**src/rtl/mem_port_arbiter_pkg.sv**
```systemverilog
// Shared constants and types for the fetch/LSU memory port arbiter.
// Holds the width defaults, the FSM state encoding and the owner codes.
package mem_port_arbiter_pkg;

    localparam int ADDR_W_DEF = 32;
    localparam int DATA_W_DEF = 32;

    typedef enum logic {
        IDLE = 1'b0,
        BUSY = 1'b1
    } state_t;

    localparam logic OWNER_FETCH = 1'b0;
    localparam logic OWNER_LSU   = 1'b1;

endpackage

```
**src/rtl/mem_port_arbiter_rr_pick2.sv**
```systemverilog
// Two-input request picker, purely combinational (zero latency, no backpressure).
// Ties go to the port that did not win last, or always to the LSU in fixed mode.
module rr_pick2
    import mem_port_arbiter_pkg::*;
(
    input  logic [1:0] req,
    input  logic       last_grant,
    input  logic       fixed_prio,
    output logic       grant_valid,
    output logic       grant_idx
);

    always_comb begin
        grant_valid = |req;
        grant_idx   = OWNER_FETCH;
        case (req)
            2'b01:   grant_idx = OWNER_FETCH;
            2'b10:   grant_idx = OWNER_LSU;
            2'b11:   grant_idx = fixed_prio ? OWNER_LSU : ~last_grant;
            default: grant_idx = OWNER_FETCH;
        endcase
    end

endmodule

```
**src/rtl/mem_port_arbiter.sv**
```systemverilog
// Shares one memory port between fetch (port 0) and LSU (port 1), one transaction at a time.
// Accept at T, mem_req from T+1 until ack, rsp pulse the cycle after ack; readys stay low while busy.
module mem_port_arbiter
    import mem_port_arbiter_pkg::*;
#(
    parameter int ADDR_W     = ADDR_W_DEF,
    parameter int DATA_W     = DATA_W_DEF,
    parameter int FIXED_PRIO = 0
) (
    input  logic              clk,
    input  logic              reset,
    input  logic              p0_valid,
    input  logic [ADDR_W-1:0] p0_addr,
    output logic              p0_ready,
    output logic              p0_rsp_valid,
    input  logic              p1_valid,
    input  logic [ADDR_W-1:0] p1_addr,
    input  logic [DATA_W-1:0] p1_wdata,
    input  logic              p1_we,
    output logic              p1_ready,
    output logic              p1_rsp_valid,
    output logic [DATA_W-1:0] rsp_rdata,
    output logic              mem_req,
    output logic [ADDR_W-1:0] mem_addr,
    output logic [DATA_W-1:0] mem_wdata,
    output logic              mem_we,
    input  logic              mem_ack,
    input  logic [DATA_W-1:0] mem_rdata,
    output logic              mem_sel,
    output logic              busy
);

    state_t            r_state;
    state_t            w_state_nxt;
    logic [ADDR_W-1:0] r_addr;
    logic [DATA_W-1:0] r_wdata;
    logic              r_we;
    logic              r_sel;
    logic              r_last_grant;
    logic              r_p0_rsp;
    logic              r_p1_rsp;
    logic [DATA_W-1:0] r_rdata;

    logic              w_grant_valid;
    logic              w_grant_idx;
    logic              w_accept;
    logic              w_p0_ready;
    logic              w_p1_ready;

    rr_pick2 u_pick (
        .req         ({p1_valid, p0_valid}),
        .last_grant  (r_last_grant),
        .fixed_prio  (FIXED_PRIO != 0),
        .grant_valid (w_grant_valid),
        .grant_idx   (w_grant_idx)
    );

    always_comb begin
        w_state_nxt = r_state;
        w_accept    = 1'b0;
        w_p0_ready  = 1'b0;
        w_p1_ready  = 1'b0;
        case (r_state)
            IDLE: begin
                // Reset blocks the handshake so nothing is accepted and then discarded.
                if (w_grant_valid && !reset) begin
                    w_accept    = 1'b1;
                    w_p0_ready  = (w_grant_idx == OWNER_FETCH);
                    w_p1_ready  = (w_grant_idx == OWNER_LSU);
                    w_state_nxt = BUSY;
                end
            end
            BUSY: begin
                if (mem_ack) begin
                    w_state_nxt = IDLE;
                end
            end
            default: w_state_nxt = IDLE;
        endcase
    end

    always_ff @(posedge clk) begin
        if (reset) begin
            r_state      <= IDLE;
            r_addr       <= '0;
            r_wdata      <= '0;
            r_we         <= 1'b0;
            r_sel        <= OWNER_FETCH;
            r_last_grant <= OWNER_LSU;
            r_p0_rsp     <= 1'b0;
            r_p1_rsp     <= 1'b0;
            r_rdata      <= '0;
        end else begin
            r_state  <= w_state_nxt;
            r_p0_rsp <= 1'b0;
            r_p1_rsp <= 1'b0;
            if (w_accept) begin
                r_sel        <= w_grant_idx;
                r_last_grant <= w_grant_idx;
                if (w_grant_idx == OWNER_LSU) begin
                    r_addr  <= p1_addr;
                    r_wdata <= p1_wdata;
                    r_we    <= p1_we;
                end else begin
                    r_addr  <= p0_addr;
                    r_wdata <= '0;
                    r_we    <= 1'b0;
                end
            end
            if (r_state == BUSY && mem_ack) begin
                r_p0_rsp <= (r_sel == OWNER_FETCH);
                r_p1_rsp <= (r_sel == OWNER_LSU);
                r_rdata  <= r_we ? '0 : mem_rdata;
            end
        end
    end

    assign p0_ready     = w_p0_ready;
    assign p1_ready     = w_p1_ready;
    assign p0_rsp_valid = r_p0_rsp;
    assign p1_rsp_valid = r_p1_rsp;
    assign rsp_rdata    = r_rdata;
    assign mem_req      = (r_state == BUSY);
    assign busy         = (r_state == BUSY);
    assign mem_addr     = r_addr;
    assign mem_wdata    = r_wdata;
    assign mem_we       = r_we;
    assign mem_sel      = r_sel;

endmodule
```
**config.mk**
```make
export PLATFORM = sky130hd
export DESIGN_NAME = mem_port_arbiter
export DESIGN_NICKNAME = d
export VERILOG_FILES = /design/src/rtl/mem_port_arbiter_pkg.sv /design/src/rtl/mem_port_arbiter_rr_pick2.sv /design/src/rtl/mem_port_arbiter.sv
export SDC_FILE = /design/constraint.sdc
export NUM_CORES = 1
export LEC_CHECK = 0
export BUFFER_PORTS_ARGS = -buffer_cell sky130_fd_sc_hd__buf_2
export CORE_ASPECT_RATIO = 1.75
export CORE_MARGIN = 5
export CORE_UTILIZATION = 46
export DETAILED_ROUTE_END_ITERATION = 10
export PLACE_DENSITY = 0.85
export SETUP_SLACK_MARGIN = 0.05
export SLEW_MARGIN = 40
export SYNTH_ARGS = -nofsm -noshare
export SYNTH_HDL_FRONTEND = slang
export SYNTH_HIERARCHICAL = 1
export SYNTH_SLANG_ARGS = --single-unit
```
**constraint.sdc**
```tcl
create_clock -name clk -period 2.4 [get_ports clk]
set_clock_uncertainty 0.2 [all_clocks]
set_input_delay 0.24 -clock clk [delete_from_list [all_inputs] [get_ports clk]]
set_output_delay 0.24 -clock clk [all_outputs]
set_load 0.005 [all_outputs]
```
**Word-level counts from Yosys, hierarchy flattened**

Cells that the tools add are included.

- Eq/ne operators: 2
- Reductions and logical operators: 5
- Multiplexer cells: 13
- Bitwise logic cells: 5

Operator list:

| cell | number |
|---|---|
| 2-to-1 mux 32 bit | 3 |
| 2-to-1 mux 1 bit | 8 |
| inverter 1 bit | 5 |
| equality test 2 bit, second input constant | 2 |
| case mux 1 bit (2 select lines) | 2 |
| OR reduction 2 bit | 2 |
| logical AND 1 bit | 2 |
| zero test 1 bit | 1 |

- Bits of input ports: 134
- Logic and storage cells: 34
- Register bits after elaboration: 102
- Output and inout bits: 104

**Depth between registers and ports, before layout**

- Word-level depth: 5
- Mapped depth: 7
- Gate-level depth less buffers: 4

**Cells and area by module**

The synthesis kept the hierarchy.

By module, submodules not included:

| module | seq. area each (um^2) | cells an instance | instances | area an instance (um^2) |
|---|---|---|---|---|
| mem_port_arbiter | 2042.0 | 383 | 1 | 3895.0 |
| rr_pick2 | 0.0 | 3 | 1 | 17.5 |

**Worst setup path before layout**

No wires, ideal clock.

- Path kind: register to output
- Start point: register r_last_grant
- End point: output p0_ready
- Buffers on the path: 2
- Stages on the path, launching flop included: 6
- Setup slack: 0.919 ns
- Data required time: 1.960 ns
- Arrival time: 1.041 ns
- Cell sequence: dfxtp_1 -> nand2_1 -> o21a_1 -> buf_2 -> clkbuf_1 -> nor3_1

- Cells in the longest elaborated chain, start to end: 5

Ends and longest elaborated chain:

| what | line | RTL |
|---|---|---|
| start: declaration | mem_port_arbiter.sv:39 | `logic r_last_grant;` |
| start signal: assignment | mem_port_arbiter.sv:99 | `r_last_grant <= w_grant_idx;` |
| inverter 1 bit | mem_port_arbiter_rr_pick2.sv:19 | `2'b11: grant_idx = fixed_prio ? OWNER_LSU : ~last_grant;` |
| case mux 1 bit (2 select lines) | mem_port_arbiter_rr_pick2.sv:16 | `case (req)` |
| via w_grant_idx | mem_port_arbiter.sv:45 | `logic w_grant_idx;` |
| inverter 1 bit | mem_port_arbiter.sv:68 | `w_p0_ready = (w_grant_idx == OWNER_FETCH);` |
| 2-to-1 mux 1 bit | mem_port_arbiter.sv:66 | `if (w_grant_valid && !reset) begin` |
| 2-to-1 mux 1 bit | mem_port_arbiter.sv:63 | `case (r_state)` |
| end: declaration | mem_port_arbiter.sv:14 | `output logic p0_ready,` |

The timed path passes the listed nets, and every way through them passes these cells.

**Worst setup path in the final report**

- Start point: register r_state (netlist: busy)
- End point: output p0_ready

- Cells in the longest elaborated chain, start to end: 1

Ends and longest elaborated chain:

| what | line | RTL |
|---|---|---|
| start: declaration | mem_port_arbiter.sv:33 | `state_t r_state;` |
| start signal: assignment | mem_port_arbiter.sv:94 | `r_state <= w_state_nxt;` |
| 2-to-1 mux 1 bit | mem_port_arbiter.sv:63 |  |

Every way passes these cells.

==> metrics.txt <==
outcome complete, no violations; Seq/Total Area, Yosys 0.522; CTS Sinks between 100 and 150; Die ar. 10500 um2; critical-path cell list nand2b_1 -> buf_4 -> nor3_1 -> buf_2; CP Class register to output pin; global route overflow 0; # IOs between 200 and 250; Max stage delay on crit path 0.49 ns; Worst Path Arrival 1.57 ns; largest net degree at the start of global routing 65; peak fanout along the critical path 22; deepest level of the CTS H-tree 3; Post-Syn Instances 386; die extent in x about 80 um; Routed Antenna Nets 0; Hold Crit Depth 3; height of the chip 132 um; period utilisation layout 0.837; first-pass GRT wire length 20100 um; TritonRoute pass-1 iters 4; Final #Nets 805; Leak Pwr 2.90 nW; Worst Hold Slack 0.0409 ns; port buffer count ~240; root buf cell clkbuf_16; P per Cell Area about 660 nW/um2; net count after synthesis 520; Fin. Hold Viols 0; vias post-DR slightly above 4000; share of cells above drive strength 1 0.422; DRT iter0 DRCs roughly 170; Routed WL per cell 16.7 um; Max Cap Viol 0; Routed WL 13300 um; fmax 0.498 GHz; filler instances 547; Avg Inst Size Synth 10.1 um2; Final Critical Period about 2 ns; vias in the first global route 4129; clk buf depth 2; Post-CTS Setup Bufs 0; CTS tree done; setup TNS 0 ns; RSZ-0062 raised after global routing false; post-CTS sizing 0; Initial Utilization 0.471; Final Max Slew Viols 0; Max IR drop VDD 0.591 mV; critical path required time 1.96 ns; clk_lat worst skew between 0.3 and 0.4 ns; via/cell ratio 5.17; type of the most critical hold path input port to register; synthesis-stage register bit count 102; hold buffer count at cts 65; setup violators final 0; CTS buffer count 9; row count 44; initial antenna violation count 3; Synth Warn # 6; Synth cell types 24; startpoint types register; Final Wtd Congestion 0.823; CORE AREA about 8300 um2; DR DRC count 0; Clk pin slew, worst setup/hold paths 0.07 ns; critical path capture point type output pin; DP Wirelength 8690 um; Syn-to-layout area delta 55.2%; reg2reg path depth 5; Worst path slowest cell dfxtp_1; Syn Std Cell Area 3910 um2; GRT Util Overall 0.244
-- synth_stat cells, drive strengths merged --
cell | n | area share
dfxtp | 102 | 0.52
nand3 | 33 | 0.042
or2 | 1 | 0.0016
a22o | 32 | 0.072
mux2i | 32 | 0.082
a21oi | 36 | 0.047
conb | 1 | 0.00096
nor2 | 32 | 0.031
buf | 32 | 0.054
nand2b | 1 | 0.0016
a211oi | 32 | 0.087
nand2 | 38 | 0.036
clkbuf | 6 | 0.0067
nor3b | 2 | 0.0038
o21a | 2 | 0.0038
nor3 | 3 | 0.0067
nor2b | 1 | 0.0016
-- area by class of cell --
type / count / area, um2 / share of cell area
clock buffers: 12 / 246 / 0.0406
clock inverters: 4 / 53.8 / 0.00886
flip-flops and latches: 102 / 2040 / 0.336
multi-input cells: 246 / 1640 / 0.270
well taps: 115 / 144 / 0.0237
repair buffers: 312 / 1940 / 0.319
diodes: 3 / 7.51 / 0.00124
-- sequential cells by signal (all words and copies together) (netlist names) --
register      cells
mem_addr         32
mem_wdata        32
rsp_rdata        32
busy              1
mem_sel           1
mem_we            1
p0_rsp_valid      1
p1_rsp_valid      1
r_last_grant      1
-- layer usage --
| metal | wire [um] | share of wire | up-vias | global-route usage |
|---|---|---|---|---|
| met3 | 1050 | 0.079 | 51 | 0.0629 |
| met5 | 0 | 0 | - | 0 |
| li1 | - | - | 1938 | - |
| met1 | 4530 | 0.34 | 1905 | 0.244 |
| met4 | 721 | 0.054 | 0 | 0.168 |
| met2 | 6980 | 0.53 | 209 | 0.427 |
-- kinds of logic after synthesis --
family / share of synthesized area
flops: 0.522
compound gates: 0.209
simple gates: 0.125
buf+inv: 0.0611
other cells: 0.000958
mux: 0.0819
-- placed cells by master, fill, tap and decap left out --
cell type / n
nand2_1: 38
clkinvlp_4: 2
a21oi_1: 35
nor2b_4: 1
nand3_1: 33
o21a_2: 1
a21oi_2: 1
nor2_1: 32
a211oi_2: 20
diode_2: 3
nand2b_1: 1
dlygate4sd3_1: 65
inv_6: 1
buf_12: 2
conb_1: 1
buf_4: 8
a22o_1: 32
a211oi_1: 12
nor3_1: 2
nor3b_1: 2
or2_1: 1
bufinv_16: 1
buf_2: 237
mux2i_1: 32
clkbuf_8: 1
nor3_4: 1
clkbuf_1: 2
dfxtp_1: 102
o21a_1: 1
clkbuf_16: 9
-- worst max-delay path: cells and delay by family, from the launching register on --
kind                   cells  cell delay [ns]
AND/OR/NAND/NOR            2             0.32
buffers and inverters      2             0.42
flip-flops                 1             0.49
-- report_power, final --
group | internal [mW] | leakage (nW) | total, mW | switching (mW)
clock | 0.841 | 0.139 | 1.44 | 0.603
combinational | 0.359 | 1.92 | 0.701 | 0.342
sequential | 1.80 | 0.837 | 1.86 | 0.0593
total | 3.00 | 2.90 | 4.01 | 1.00
-- worst paths after layout --
path	slack [ns]	from	end
worst max register to register	0.75	r_last_grant	mem_addr[19]
worst min register to register	0.25	mem_wdata[0]	mem_wdata[0]
worst max-delay path	0.39	busy	p0_ready
worst min-delay path	0.04	p0_addr[16]	mem_addr[16]
-- stage by stage --
step / utilization / worst slack, ns / power [mW] / std cells / instance area, um2
2_1_floorplan: - / 0.919 / 2.24 / 386 / 3910
3_3_place_gp: 0.615 / 0.737 / 2.48 / 710 / 5110
3_5_place_dp: 0.615 / 0.692 / 2.51 / 710 / 5110
4_1_cts: 0.729 / 0.371 / 4.02 / 791 / 6060
5_1_grt: 0.730 / 0.293 / 4.19 / 794 / 6070
6_report: 0.730 / 0.391 / 4.01 / 794 / 6070
(Power assumes the default switching activity.)
